## src/rtl/tile_sprite_drawer.sv

```systemverilog
// Streams one TILE_W x TILE_H sprite from an external image ROM to the VGA plot port.
// Optional macro TRANSPARENCY_EN: pixels whose ROM word equals TRANSPARENT are not plotted.
module tile_sprite_drawer #(
    parameter int unsigned   TILE_W      = 20,
    parameter int unsigned   TILE_H      = 20,
    parameter int unsigned   SPRITE_CNT  = 4,
    parameter int unsigned   ROM_LATENCY = 1,
    parameter int unsigned   COLOUR_W    = 9,
    parameter int unsigned   SCREEN_W    = 160,
    parameter int unsigned   SCREEN_H    = 120,
    parameter logic [COLOUR_W-1:0] TRANSPARENT = 9'h1FF,
    localparam int unsigned  SEL_W       = (SPRITE_CNT > 1) ? $clog2(SPRITE_CNT) : 1,
    localparam int unsigned  ADDR_W      = $clog2(SPRITE_CNT * TILE_W * TILE_H)
) (
    input  logic                clk,
    input  logic                reset,
    input  logic                start,
    input  logic [3:0]          grid_x,
    input  logic [3:0]          grid_y,
    input  logic [SEL_W-1:0]    sprite_sel,
    output logic [ADDR_W-1:0]   rom_addr,
    input  logic [COLOUR_W-1:0] rom_q,
    output logic                busy,
    output logic                done,
    output logic [7:0]          x,
    output logic [6:0]          y,
    output logic [COLOUR_W-1:0] colour,
    output logic                plot
);

    localparam int unsigned TILE_N = TILE_W * TILE_H;
    localparam int unsigned COL_W  = $clog2(TILE_W);
    localparam int unsigned ROW_W  = $clog2(TILE_H);
    localparam int unsigned PX_W   = 12;
    localparam int unsigned PY_W   = 11;

    typedef enum logic [1:0] {StIdle, StRun, StDrain, StDone} state_e;

    state_e state_q, state_d;

    logic [3:0]        gx_q, gy_q;
    logic [COL_W-1:0]  col_q;
    logic [ROW_W-1:0]  row_q;
    logic [ADDR_W-1:0] addr_q;
    logic [ADDR_W-1:0] base;
    int unsigned       sel_idx;

    logic              accept;
    logic              issue_valid;
    logic              last_issue;
    logic              pipe_busy;

    logic              al_valid;
    logic [COL_W-1:0]  al_col;
    logic [ROW_W-1:0]  al_row;

    logic [PX_W-1:0]   px;
    logic [PY_W-1:0]   py;
    logic              in_screen;
    logic              opaque;

    assign accept      = (state_q == StIdle) && start;
    assign issue_valid = (state_q == StRun);
    assign last_issue  = issue_valid && (col_q == COL_W'(TILE_W - 1))
                                     && (row_q == ROW_W'(TILE_H - 1));

    // Out-of-range sprite indices fall back to sprite 0.
    always_comb begin
        sel_idx = 0;
        if (32'(sprite_sel) < SPRITE_CNT) begin
            sel_idx = 32'(sprite_sel);
        end
        base = ADDR_W'(sel_idx * TILE_N);
    end

    // State register
    always_ff @(posedge clk) begin
        if (reset) begin
            state_q <= StIdle;
        end else begin
            state_q <= state_d;
        end
    end

    // Next-state logic
    always_comb begin
        state_d = state_q;
        unique case (state_q)
            StIdle:  if (start)      state_d = StRun;
            StRun:   if (last_issue) state_d = StDrain;
            StDrain: if (!pipe_busy) state_d = StDone;
            StDone:                  state_d = StIdle;
            default:                 state_d = StIdle;
        endcase
    end

    // Output decode
    always_comb begin
        busy = 1'b0;
        done = 1'b0;
        unique case (state_q)
            StRun, StDrain: busy = 1'b1;
            StDone:         done = 1'b1;
            default:        ;
        endcase
    end

    // Raster address generator: column fastest, address contiguous within a sprite.
    always_ff @(posedge clk) begin
        if (reset) begin
            gx_q   <= '0;
            gy_q   <= '0;
            col_q  <= '0;
            row_q  <= '0;
            addr_q <= '0;
        end else if (accept) begin
            gx_q   <= grid_x;
            gy_q   <= grid_y;
            col_q  <= '0;
            row_q  <= '0;
            addr_q <= base;
        end else if (issue_valid && !last_issue) begin
            addr_q <= addr_q + ADDR_W'(1);
            if (col_q == COL_W'(TILE_W - 1)) begin
                col_q <= '0;
                row_q <= row_q + ROW_W'(1);
            end else begin
                col_q <= col_q + COL_W'(1);
            end
        end
    end

    assign rom_addr = addr_q;

    // rom_q is captured by the output register ROM_LATENCY edges after the address is
    // presented, so the tag only needs ROM_LATENCY-1 stages before that register.
    if (ROM_LATENCY > 1) begin : g_pipe
        localparam int unsigned D = ROM_LATENCY - 1;

        logic [D-1:0]     v_q;
        logic [COL_W-1:0] c_q [D];
        logic [ROW_W-1:0] r_q [D];

        always_ff @(posedge clk) begin
            if (reset) begin
                v_q <= '0;
            end else begin
                v_q[0] <= issue_valid;
                for (int i = 1; i < int'(D); i++) begin
                    v_q[i] <= v_q[i-1];
                end
            end
        end

        always_ff @(posedge clk) begin
            c_q[0] <= col_q;
            r_q[0] <= row_q;
            for (int i = 1; i < int'(D); i++) begin
                c_q[i] <= c_q[i-1];
                r_q[i] <= r_q[i-1];
            end
        end

        assign al_valid  = v_q[D-1];
        assign al_col    = c_q[D-1];
        assign al_row    = r_q[D-1];
        assign pipe_busy = |v_q;
    end else begin : g_nopipe
        assign al_valid  = issue_valid;
        assign al_col    = col_q;
        assign al_row    = row_q;
        assign pipe_busy = 1'b0;
    end

    // Screen coordinates carry 4 spare bits so far-off cells clip instead of wrapping.
    assign px = PX_W'(gx_q) * PX_W'(TILE_W) + PX_W'(al_col);
    assign py = PY_W'(gy_q) * PY_W'(TILE_H) + PY_W'(al_row);
    assign in_screen = (px < PX_W'(SCREEN_W)) && (py < PY_W'(SCREEN_H));

`ifdef TRANSPARENCY_EN
    assign opaque = (rom_q != TRANSPARENT);
`else
    logic unused_key;
    assign unused_key = ^TRANSPARENT;
    assign opaque     = 1'b1;
`endif

    always_ff @(posedge clk) begin
        if (reset) begin
            x      <= '0;
            y      <= '0;
            colour <= '0;
            plot   <= 1'b0;
        end else begin
            plot <= al_valid && in_screen && opaque;
            if (al_valid) begin
                x      <= px[7:0];
                y      <= py[6:0];
                colour <= rom_q;
            end
        end
    end

endmodule

```

## config.mk

```make
export PLATFORM = sky130hd
export DESIGN_NAME = tile_sprite_drawer
export DESIGN_NICKNAME = d
export VERILOG_FILES = /design/src/rtl/tile_sprite_drawer.sv
export SDC_FILE = /design/constraint.sdc
export NUM_CORES = 1
export LEC_CHECK = 0
export BUFFER_PORTS_ARGS = -buffer_cell sky130_fd_sc_hd__buf_2
export CORE_MARGIN = 3
export CORE_UTILIZATION = 25
export CTS_CLUSTER_SIZE = 14
export DETAILED_ROUTE_END_ITERATION = 10
export GPL_ROUTABILITY_DRIVEN = 0
export SLEW_MARGIN = 10
export SYNTH_ARGS = -nofsm -noshare
export SYNTH_HDL_FRONTEND = slang
export SYNTH_SLANG_ARGS = --single-unit
```

## constraint.sdc

```tcl
create_clock -name clk -period 2.55 [get_ports clk]
set_input_delay 0.51 -clock clk [delete_from_list [all_inputs] [get_ports clk]]
set_output_delay 0.51 -clock clk [all_outputs]
set_load 0.03 [all_outputs]
```

## After elaboration in Yosys (flattened, before gate mapping)

Index checks and enable logic that the tools add are counted.
W data, S select, Z words.

| cells by class | value |
|---|---|
| $add $sub $neg | 5 |
| multipliers | 3 |
| magnitude comparators | 2 |
| equal/unequal tests | 7 |
| muxes and demuxes | 8 |
| reduce and logical (&&, ||, !) cells | 13 |

Operators by type and width:

| kind | number |
|---|---|
| $mux W11 | 2 |
| $add A9 B5 Y10 | 2 |
| $mul A4 B3 Y7 const B | 2 |
| $add A11 B1 Y11 const B | 1 |
| $add A5 B1 Y5 const B | 2 |
| $eq A5 B5 Y1 const B | 2 |
| $lt A10 B7 Y1 const B | 1 |
| $lt A10 B8 Y1 const B | 1 |
| $pmux W2 S4 | 1 |
| $mul A2 B5 Y7 const B | 1 |
| $logic_and A1 B1 Y1 | 6 |
| $mux W5 | 1 |
| $eq A2 B2 Y1 const B | 2 |
| $mux W2 | 2 |
| $ne A2 B2 Y1 const B | 2 |
| $reduce_and A2 Y1 | 2 |
| $reduce_or A2 Y1 | 2 |
| $eq A2 B1 Y1 const B | 1 |
| $logic_not A2 Y1 | 1 |
| $mux W1 | 2 |
| $reduce_bool A2 Y1 | 1 |
| $logic_not A1 Y1 | 1 |

| word-level totals | value |
|---|---|
| bits in registers | 56 |
| input port bits | 22 |
| output and inout port bits | 38 |
| logic and storage cells | 49 |

## Depth between registers and ports, before layout

Gate-level depths: netlist of run 1.

| logic depth | value |
|---|---|
| depth in word-level cells | 7 |
| depth in mapped cells | 8 |
| depth with buffers taken out | 8 |

## Worst setup path after synthesis of run 1

No wires, ideal clock.

| timing | value |
|---|---|
| path kind | reg-to-reg |
| from | register gx_q[3] |
| to | register plot |
| setup time | 0.116 ns |
| arrival | 2.139 ns |
| data required time | 2.434 ns |
| slack | 0.295 ns |
| stages on the path, launching flop included | 9 |
| path buffers | 0 |
| clock period less this slack | 2.255 ns |
| path through | dfxtp_1 > ha_1 > ha_1 > fa_1 > and2_1 > o21a_1 > a21oi_1 > a311o_1 > o211a_1 |

| between the ends | value |
|---|---|
| cells in the longest elaborated chain, start to end | 5 |

RTL lines:

| item | line | source |
|---|---|---|
| start: declaration | 41 | `logic [3:0] gx_q, gy_q;` |
| start signal: assignment | 117 | `gx_q <= grid_x;` |
| $mul A4 B3 Y7 | 176 | `assign px = PX_W'(gx_q) * PX_W'(TILE_W) + PX_W'(al_col);` |
| $add A9 B5 Y10 | 176 |  |
| $lt A10 B8 Y1 | 178 | `assign in_screen = (px < PX_W'(SCREEN_W)) && (py < PY_W'(SCREEN_H));` |
| $logic_and A1 B1 Y1 | 178 |  |
| $logic_and A1 B1 Y1 | 195 | `plot <= al_valid && in_screen && opaque;` |
| end signal: assignment | 195 |  |
| end: declaration | 28 | `output logic plot` |

No other way between the ends.
A chain may end at the register's enable or synchronous reset.

## Worst setup path in the final report of run 1

Ends and elaborated chain as after synthesis.

==> results of run 1 <==
## layer usage
layer,routed length [um],vias to the layer above
met5,0,-
met4,50,0
met3,170,4
met2,3400,27
met1,3030,1076
li1,-,1183
## registers in the layout, indices dropped and copies added, names as in the netlist
name,cells
al_col,5
al_row,5
colour,9
gx_q,4
gy_q,4
plot,1
rom_addr,11
state_q,2
x,8
y,7
## cell usage after synthesis (all sizes together), types with 2 or more instances
cell type	instances	area, sq um
a211oi	8	60.1
a21boi	2	15.0
a21o	6	52.6
a21oi	23	119
and2	2	12.5
and4bb	2	32.5
buf	3	12.5
clkbuf	7	26.3
dfxtp	56	1120
fa	4	80.1
ha	24	300
inv	10	37.5
mux2i	22	220
nand2	29	109
nand3	6	30.0
nand4	9	56.3
nor2	46	173
nor2b	4	25.0
nor3	7	35.0
o21a	2	15.0
o21ai	3	15.0
xnor2	11	96.3
xor2	14	123
## through the flow
stage / instance area, sq um / power [mW] / hold WS, ns
final: 3480 / 3.28 / 0.440
after global routing: 3480 / 3.50 / 0.456
after CTS: 3480 / 3.33 / 0.439
after detailed placement: 3330 / 2.60 / 0.475
after global placement: 3330 / 2.57 / 0.468
after floorplan: 2850 / 2.20 / 0.458
## power breakdown
group | switching (mW) | internal, mW | total (mW)
clock | 0.344 | 0.374 | 0.718
sequential | 0.136 | 1.05 | 1.18
combinational | 0.878 | 0.501 | 1.38
total | 1.36 | 1.92 | 3.28
## worst max-delay path: cells and delay by family, from the launching register on
family                     cells  cell delay [ns]
AOI/OAI and AO/OA              4             0.65
adders and majority gates      3             1.05
DFF                            1             0.42
and+or+nand+nor                1             0.18
## logic make-up (layout without fill, tap and decap cells)
| family | count (synthesis) | after routing | share of synthesized area [%] |
|---|---|---|---|
| xor+xnor | 25 | 25 | 7.68 |
| flops | 56 | 56 | 39.3 |
| buf+inv | 21 | 84 | 2.81 |
| fa+ha+maj | 28 | 28 | 13.3 |
| mux | 22 | 22 | 7.72 |
| simple gates | 110 | 110 | 18.2 |
| compound gates | 48 | 48 | 11.0 |
## worst paths after layout
path	start	endpoint	slack [ns]	depth (start not counted)
hold reg to reg	x[3]$_SDFFE_PP0P_	x[3]$_SDFFE_PP0P_	0.48	2
hold / removal	rom_q[6]	colour[6]$_SDFFE_PP0P_	0.44	3
setup reg to reg	gx_q[3]$_SDFFE_PP0P_	plot$_SDFF_PP0_	0.14	8
setup / recovery	gx_q[3]$_SDFFE_PP0P_	plot$_SDFF_PP0_	0.14	8
## area by class of cell
class	instances	area, sq um
Clock buffer	5	125
Multi-Input combinational cell	233	1650
Tap cell	140	175
Timing Repair Buffer	65	340
Sequential cell	56	1120
Clock inverter	3	27.5
Fill cell	1163	7500
Inverter	11	41.3
==> qor.yml, run 1 <==
hold_class: "in2reg"
ys_ff_latch: 56
layout_common_cells: "buf_2 (59), dfxtp_1 (56), nor2_1 (46)"
grt_overflow: 0
dp.cells: 505
crit_path_top_delay_cell: "fa_1"
setup_violations: 0
end_kind: "flop"
die_h_um: 113
worst_slack_ns: 0.135
synth-seq-area-share_pct: 39.3
maxSlewHeadroom_pct: 63.0
die_x_um: 113
synth_nets: 360
cellPowerDensity_nw_per_um2: 943
timing_worst_setup_path_type: "reg2reg"
ant_nets: 0
cts_root_buf: "clkbuf_16"
drcViolationCount: 0
wl_um: 6640
yosys.cell_types.count: 36
clock_skew_ns: 0.0117
cp_max_fo: 5
leakage_nw: 1.56
antenna_found_initial: 0
arrival_ns: 2.61
cts_buffer_depth: 2
start_util_pct: 26.0
grt_max_degree: 29
firstDrtPassIters: 4
grt_use_total_pct: 10.4
ys_async_sr_fraction_pct: 0
fin_crit_sh_pct: 94.7
ys_warn_count: 0
nets: 422
coreArea_sq_um: 11000
synth_cells: 310
htree_levels: 2
post_cts_buffers: 0
use_met3_pct: 2.30
synth.avg_cell_area_sq_um: 9.20
busiest_layer: "met2"
cts_tree: "done"
grt_pass1_wl_um: 10800
final_common_cell: "buf_2"
dr.first_iter.drc_count: 101
worstPathRequired_ns: 2.74
wl_per_cell_um: 12.9
std_cell_rows: 38
dieArea_sq_um: 12700
drive_above_1_share_pct: 21.7
hold_violations: 0
vdd_drop_max_v: 0.000326
vias: 2290
area_delta_synth_final_pct: 22.1
crit_chain: "ha_1 -> ha_1 -> fa_1 -> and2_1 -> o21a_1 -> a21oi_1 -> a311o_1 -> o211a_1"
worst_slew_pin_slew_ns: 0.549
ys.flop_type: "dfxtp_1"
pre_cts_slack_ns: 0.157
drv_cap: 0
ios: 60
syn-cell-area_sq_um: 2850
first_global_vias: 2213
viasPerCell: 4.46
grtUsageMet2_pct: 19.2
crit_top_cell: "ha_1"
finalNonFillerCells: 513
slew_violations: 0
n_antenna_cell: 0
hpwlAfterDp_um: 5190
layout_min_cycle_time_ns: 2.41
cts_buffers: 5
port_buffers: 59
cpPeakStageDelay_ns: 0.56
fmax_ghz: 0.414
startpoint_type: "flop"
hold_buffers: 0
clkTransAtPathRegs_ns: 0.08
tns_ns: 0
met1_usage_pct: 12.3
grt_setup_unrepaired: "no"
ctsResizeCount: 0
insertion_delay_ns: 0.30
synth_edf_count: 0
cts.sinks: 56
fin_util_pct: 31.7
status: "completed"
No activity file was read; power rests on OpenSTA's default activity.
==> inputs of run 2 (changes only) <==
--- a/config.mk
+++ b/config.mk
@@ -11,6 +11,7 @@
 export CTS_CLUSTER_SIZE = 14
 export DETAILED_ROUTE_END_ITERATION = 10
 export GPL_ROUTABILITY_DRIVEN = 0
+export MAX_ROUTING_LAYER = met4
 export SLEW_MARGIN = 10
 export SYNTH_ARGS = -nofsm -noshare
 export SYNTH_HDL_FRONTEND = slang
==> run 2 against run 1 <==
Non-clock buffer count unchanged. Critical endpoint unchanged. Wire length unchanged. Highest routed layer unchanged. Sequential share of layout area unchanged. Via count up 0.39%. Design area unchanged. Clock-buffer cell count unchanged. Die area unchanged. Power about the same. Combinational power about the same. Critical path depth unchanged.
==> qor.yml, run 2 (synthesized netlist as in run 1, its figures left out) <==
crit_path_top_delay_cell: "fa_1"
arrival_ns: 2.61  # about the same
drv_cap: 0  # unchanged
firstDrtPassIters: 4  # unchanged
clock_skew_ns: 0.0117  # +0.0000170 ns
end_kind: "flop"
placed_area_sq_um: 3330  # unchanged
drive_above_1_share_pct: 21.7  # unchanged
wl_met1_um: 3040  # +0.40%
multiInputGateArea_sq_um: 1650  # unchanged
critical-path-top-delay-family: "adder cells"
cts.sinks: 56  # unchanged
tns_ns: 0  # unchanged
hold_violations: 0  # unchanged
wl_um: 6640  # unchanged
nFillCells: 1163  # unchanged
antenna_found_initial: 0  # unchanged
power_mw: 3.28  # about the same
dieArea_sq_um: 12700  # unchanged
worst_slew_pin_slew_ns: 0.542  # -0.00728 ns
final_common_cell: "buf_2"
n_antenna_cell: 0  # unchanged
worstRegToRegCells: 8  # unchanged
htree_levels: 2  # unchanged
clkTransAtPathRegs_ns: 0.08  # about the same
cts_buffer_depth: 2  # unchanged
register_area_sq_um: 1120  # unchanged
worst_slack_ns: 0.135  # -0.000539 ns
drcViolationCount: 0  # unchanged
wl_per_cell_um: 12.9  # unchanged
grt_use_total_pct: 10.7  # +0.30 points
start_util_pct: 26.0  # unchanged
hold_buffers: 0  # unchanged
hpwlAfterDp_um: 5190  # unchanged
status: "completed"
setup.worst_path.start: "gx_q[3]$_SDFFE_PP0P_"
cpPeakStageDelay_ns: 0.56  # about the same
startpoint_type: "flop"
layout_min_cycle_time_ns: 2.42  # +0.000539 ns
grt_max_degree: 29  # unchanged
crit_chain: "ha_1 -> ha_1 -> fa_1 -> and2_1 -> o21a_1 -> a21oi_1 -> a311o_1 -> o211a_1"
r2r-end: "plot$_SDFF_PP0_"
grt_setup_unrepaired: "no"
pre_cts_slack_ns: 0.157  # unchanged
ant_nets: 0  # unchanged
met2_length_um: 3390  # -0.29%
insertion_delay_ns: 0.30  # about the same
timing_worst_setup_path_type: "reg2reg"
cp_num_buf_inv: 0  # unchanged
crit_top_cell: "ha_1"
hold_class: "in2reg"
maxSlewHeadroom_pct: 63.5  # +0.49 points
layout_common_cells: "buf_2 (59), dfxtp_1 (56), nor2_1 (46)"
std_cell_rows: 38  # unchanged
fmax_ghz: 0.414  # about the same
met3_length_um: 168  # -1.2%
coreArea_sq_um: 11000  # unchanged
worstPathRequired_ns: 2.74  # about the same
die_x_um: 113  # unchanged
leakage_nw: 1.56  # unchanged
ctsResizeCount: 0  # unchanged
cellPowerDensity_nw_per_um2: 943  # about the same
rr_startpoint: "gx_q[3]$_SDFFE_PP0P_"
top_layer: "met4"
slew_violations: 0  # unchanged
first_global_vias: 2214  # +0.045%
cp.depth: 8  # unchanged
nets: 422  # unchanged
vias: 2299  # +0.39%
post_cts_buffers: 0  # unchanged
largest_reg_flops: 11  # unchanged
grt_overflow: 0  # unchanged
cts_root_buf: "clkbuf_16"
fin_crit_sh_pct: 94.7  # about the same
cp_max_fo: 5  # unchanged
viasPerCell: 4.48  # +0.39%
grt_pass1_wl_um: 10800  # about the same
cts_buffers: 5  # unchanged
regToRegSetupSlack_ns: 0.13  # about the same
critical_path.endpoint: "plot$_SDFF_PP0_"
setup_violations: 0  # unchanged
dr.first_iter.drc_count: 108  # +6.9%
area_delta_synth_final_pct: 22.1  # unchanged
port_buffers: 59  # unchanged
cts_tree: "done"
die_h_um: 113  # unchanged
vdd_drop_max_v: 0.000326  # about the same
fin_area_sq_um: 3480  # unchanged
ios: 60  # unchanged
-- run 2: cell counts in the layout (fill, tap and decap cells not counted) --
No cell type changed its count.
-- run 2: where the power goes --
group	internal, mW	leakage, nW	total [mW]	switching [mW]
clock	0.374	0.0719	0.719	0.345
sequential	1.05	0.456	1.19	0.137
combinational	0.501	1.03	1.38	0.879
total	1.92	1.56	3.28	1.36
-- run 2: worst min path at each step --
stage / slack (ns) / cells past startpoint / startpoint / to
floorplan: 0.46 / 2 / gx_q[0]$_SDFFE_PP0P_ / gx_q[0]$_SDFFE_PP0P_
global placement: 0.47 / 2 / colour[8]$_SDFFE_PP0P_ / colour[8]$_SDFFE_PP0P_
detailed placement: 0.47 / 2 / y[4]$_SDFFE_PP0P_ / y[4]$_SDFFE_PP0P_
CTS: 0.44 / 3 / rom_q[6] / colour[6]$_SDFFE_PP0P_
global route: 0.46 / 3 / rom_q[6] / colour[6]$_SDFFE_PP0P_
finish: 0.44 / 3 / rom_q[6] / colour[6]$_SDFFE_PP0P_
-- run 2: area by class of cell --
class                   instances  area share (%)
multi-input cells             233            47.4
flip-flops and latches         56            32.2
repair buffers                 65            9.77
well taps                     140            5.03
clock buffers                   5            3.59
inverters                      11            1.19
clock inverters                 3           0.791
-- run 2: worst reg2reg max path, stage by stage (launching register included) --
cell and delay, ns:
dfxtp_1 0.42, ha_1 0.27, ha_1 0.22, fa_1 0.56
and2_1 0.18, o21a_1 0.16, a21oi_1 0.07, a311o_1 0.32
o211a_1 0.11
-- run 2: stage by stage --
step,hold slack (ns),instances,utilization (%)
after floorplan,0.458,310,-
after global placement,0.468,505,30.3
after detailed placement,0.475,505,30.3
after CTS,0.439,513,31.7
after global routing,0.456,513,31.7
final,0.440,513,31.7
-- run 2: routing by layer --
layer / vias up / GRT usage (%)
li1: 1183 / -
met1: 1079 / 12.3
met2: 33 / 19.2
met3: 4 / 2.19
met4: 0 / 2.24
met5: - / -
==> inputs of run 3 (changes only) <==
--- a/config.mk
+++ b/config.mk
@@ -12,6 +12,7 @@
 export DETAILED_ROUTE_END_ITERATION = 10
 export GPL_ROUTABILITY_DRIVEN = 0
 export MAX_ROUTING_LAYER = met4
+export PLACE_DENSITY = 0.52
 export SLEW_MARGIN = 10
 export SYNTH_ARGS = -nofsm -noshare
 export SYNTH_HDL_FRONTEND = slang
==> run 3 against run 2 <==
Critical path depth stayed put. Global-route usage grew 0.29 points. Clock power down 2%. Power shrank 1.2%. Sequential power barely moved. Clock skew fell by 0.0015 ns. Via count decreased by 0.70%. Sequential cell count unchanged. Highest routed layer unchanged.
==> qor.yml, run 3 (synthesized netlist as in run 1, its figures left out) <==
port_buffers: 59  # unchanged
coreArea_sq_um: 11000  # unchanged
dr.first_iter.drc_count: 108  # unchanged
hold_class: "in2reg"
largest_reg_flops: 11  # unchanged
cellPowerDensity_nw_per_um2: 935  # -0.81%
antenna_found_initial: 0  # unchanged
clkTransAtPathRegs_ns: 0.08  # about the same
timing_worst_setup_path_type: "reg2reg"
grt_overflow: 0  # unchanged
htree_levels: 2  # unchanged
status: "completed"
cts.sinks: 56  # unchanged
clock_skew_ns: 0.0102  # -0.00152 ns
firstDrtPassIters: 4  # unchanged
final_common_cell: "buf_2"
start_util_pct: 26.0  # unchanged
die_x_um: 113  # unchanged
maxSlewHeadroom_pct: 65.0  # +1.5 points
wl_um: 6640  # about the same
fin_crit_sh_pct: 93.1  # -1.7 points
startpoint_type: "flop"
grt_max_degree: 29  # unchanged
end_kind: "flop"
insertion_delay_ns: 0.30  # about the same
leakage_nw: 1.55  # -0.85%
worstPathRequired_ns: 2.74  # about the same
drcViolationCount: 0  # unchanged
hpwlAfterDp_um: 5090  # -2.1%
register_area_sq_um: 1120  # +0.11%
hold_buffers: 0  # unchanged
first_global_vias: 2190  # -1.1%
layout_common_cells: "buf_2 (59), dfxtp_1 (55), nor2_1 (46)"
slew_violations: 0  # unchanged
dieArea_sq_um: 12700  # unchanged
drv_cap: 0  # unchanged
vias: 2283  # -0.70%
fmax_ghz: 0.421  # +1.8%
drive_above_1_share_pct: 21.6  # -0.15 points
multiInputGateArea_sq_um: 1650  # unchanged
ios: 60  # unchanged
grt_pass1_wl_um: 11200  # +3.6%
power_mw: 3.24  # -1.2%
std_cell_rows: 38  # unchanged
viasPerCell: 4.47  # -0.31%
worst_slew_pin_slew_ns: 0.525  # -0.0168 ns
vdd_drop_max_v: 0.000295  # -9.6%
n_antenna_cell: 0  # unchanged
arrival_ns: 2.57  # -0.04 ns
grt_setup_unrepaired: "no"
tns_ns: 0  # unchanged
cp_max_fo: 4  # -1
cts_tree: "done"
layout_min_cycle_time_ns: 2.37  # -0.0422 ns
cts_buffer_depth: 2  # unchanged
grt_use_total_pct: 11.0  # +0.29 points
nFillCells: 1145  # -1.5%
wl_per_cell_um: 13.0  # +0.32%
area_delta_synth_final_pct: 21.5
setup_violations: 0  # unchanged
nets: 420  # -0.47%
die_h_um: 113  # unchanged
cts_buffers: 5  # unchanged
hold_violations: 0  # unchanged
cts_root_buf: "clkbuf_16"
ant_nets: 0  # unchanged
[run 3: layout make-up]
class	instances	share of cell area, %
clock buffer	5	3.61
multi-input combinational	233	47.6
clock inverter	3	0.758
tap	140	5.05
inverter	11	1.19
timing repair buffer	63	9.38
sequential	56	32.4
[run 3: what timing repair did]
action,in CTS,in global routing
hold endpoints to repair,0,0
resized for setup,0,1
setup buffers,0,0
endpoints found under the setup margin,0,1
[run 3: worst max-delay path, cell delays in order (launching register included)]
cell,delay (ns)
dfxtp_1,0.35
ha_1,0.30
ha_1,0.23
fa_1,0.56
and2_1,0.18
o21a_1,0.17
a21oi_1,0.08
a311o_1,0.31
o211a_1,0.11
[run 3: power by group]
| group | internal [mW] | leakage [nW] | total [mW] | switching, mW |
|---|---|---|---|---|
| sequential | 1.05 | 0.457 | 1.18 | 0.132 |
| clock | 0.372 | 0.0680 | 0.706 | 0.334 |
| combinational | 0.481 | 1.02 | 1.36 | 0.875 |
| total | 1.90 | 1.55 | 3.24 | 1.34 |
[run 3: through the flow]
stage	std cells	instance area (sq um)	hold slack (ns)	setup WS (ns)	util (%)
2_1_floorplan	310	2850	0.458	0.295	-
3_3_place_gp	503	3310	0.466	0.201	30.2
3_5_place_dp	503	3310	0.476	0.167	30.2
4_1_cts	511	3470	0.438	0.148	31.6
5_1_grt	511	3470	0.450	0.0565	31.6
6_report	511	3470	0.450	0.177	31.6
[run 3: metal layers]
layer | part of all wire, % | track usage, %
met1 | 47 | 14.1
met2 | 49 | 17.8
met3 | 3.0 | 1.87
met4 | 1.2 | 3.29
met5 | 0 | -
[run 3: final timing paths]
kind	cells after the start	from	slack, ns	to
min reg2reg	2	y[4]$_SDFFE_PP0P_	0.48	y[4]$_SDFFE_PP0P_
min	3	rom_q[4]	0.45	colour[4]$_SDFFE_PP0P_
max	8	gx_q[1]$_SDFFE_PP0P_	0.18	plot$_SDFF_PP0_
max reg2reg	8	gx_q[1]$_SDFFE_PP0P_	0.18	plot$_SDFF_PP0_
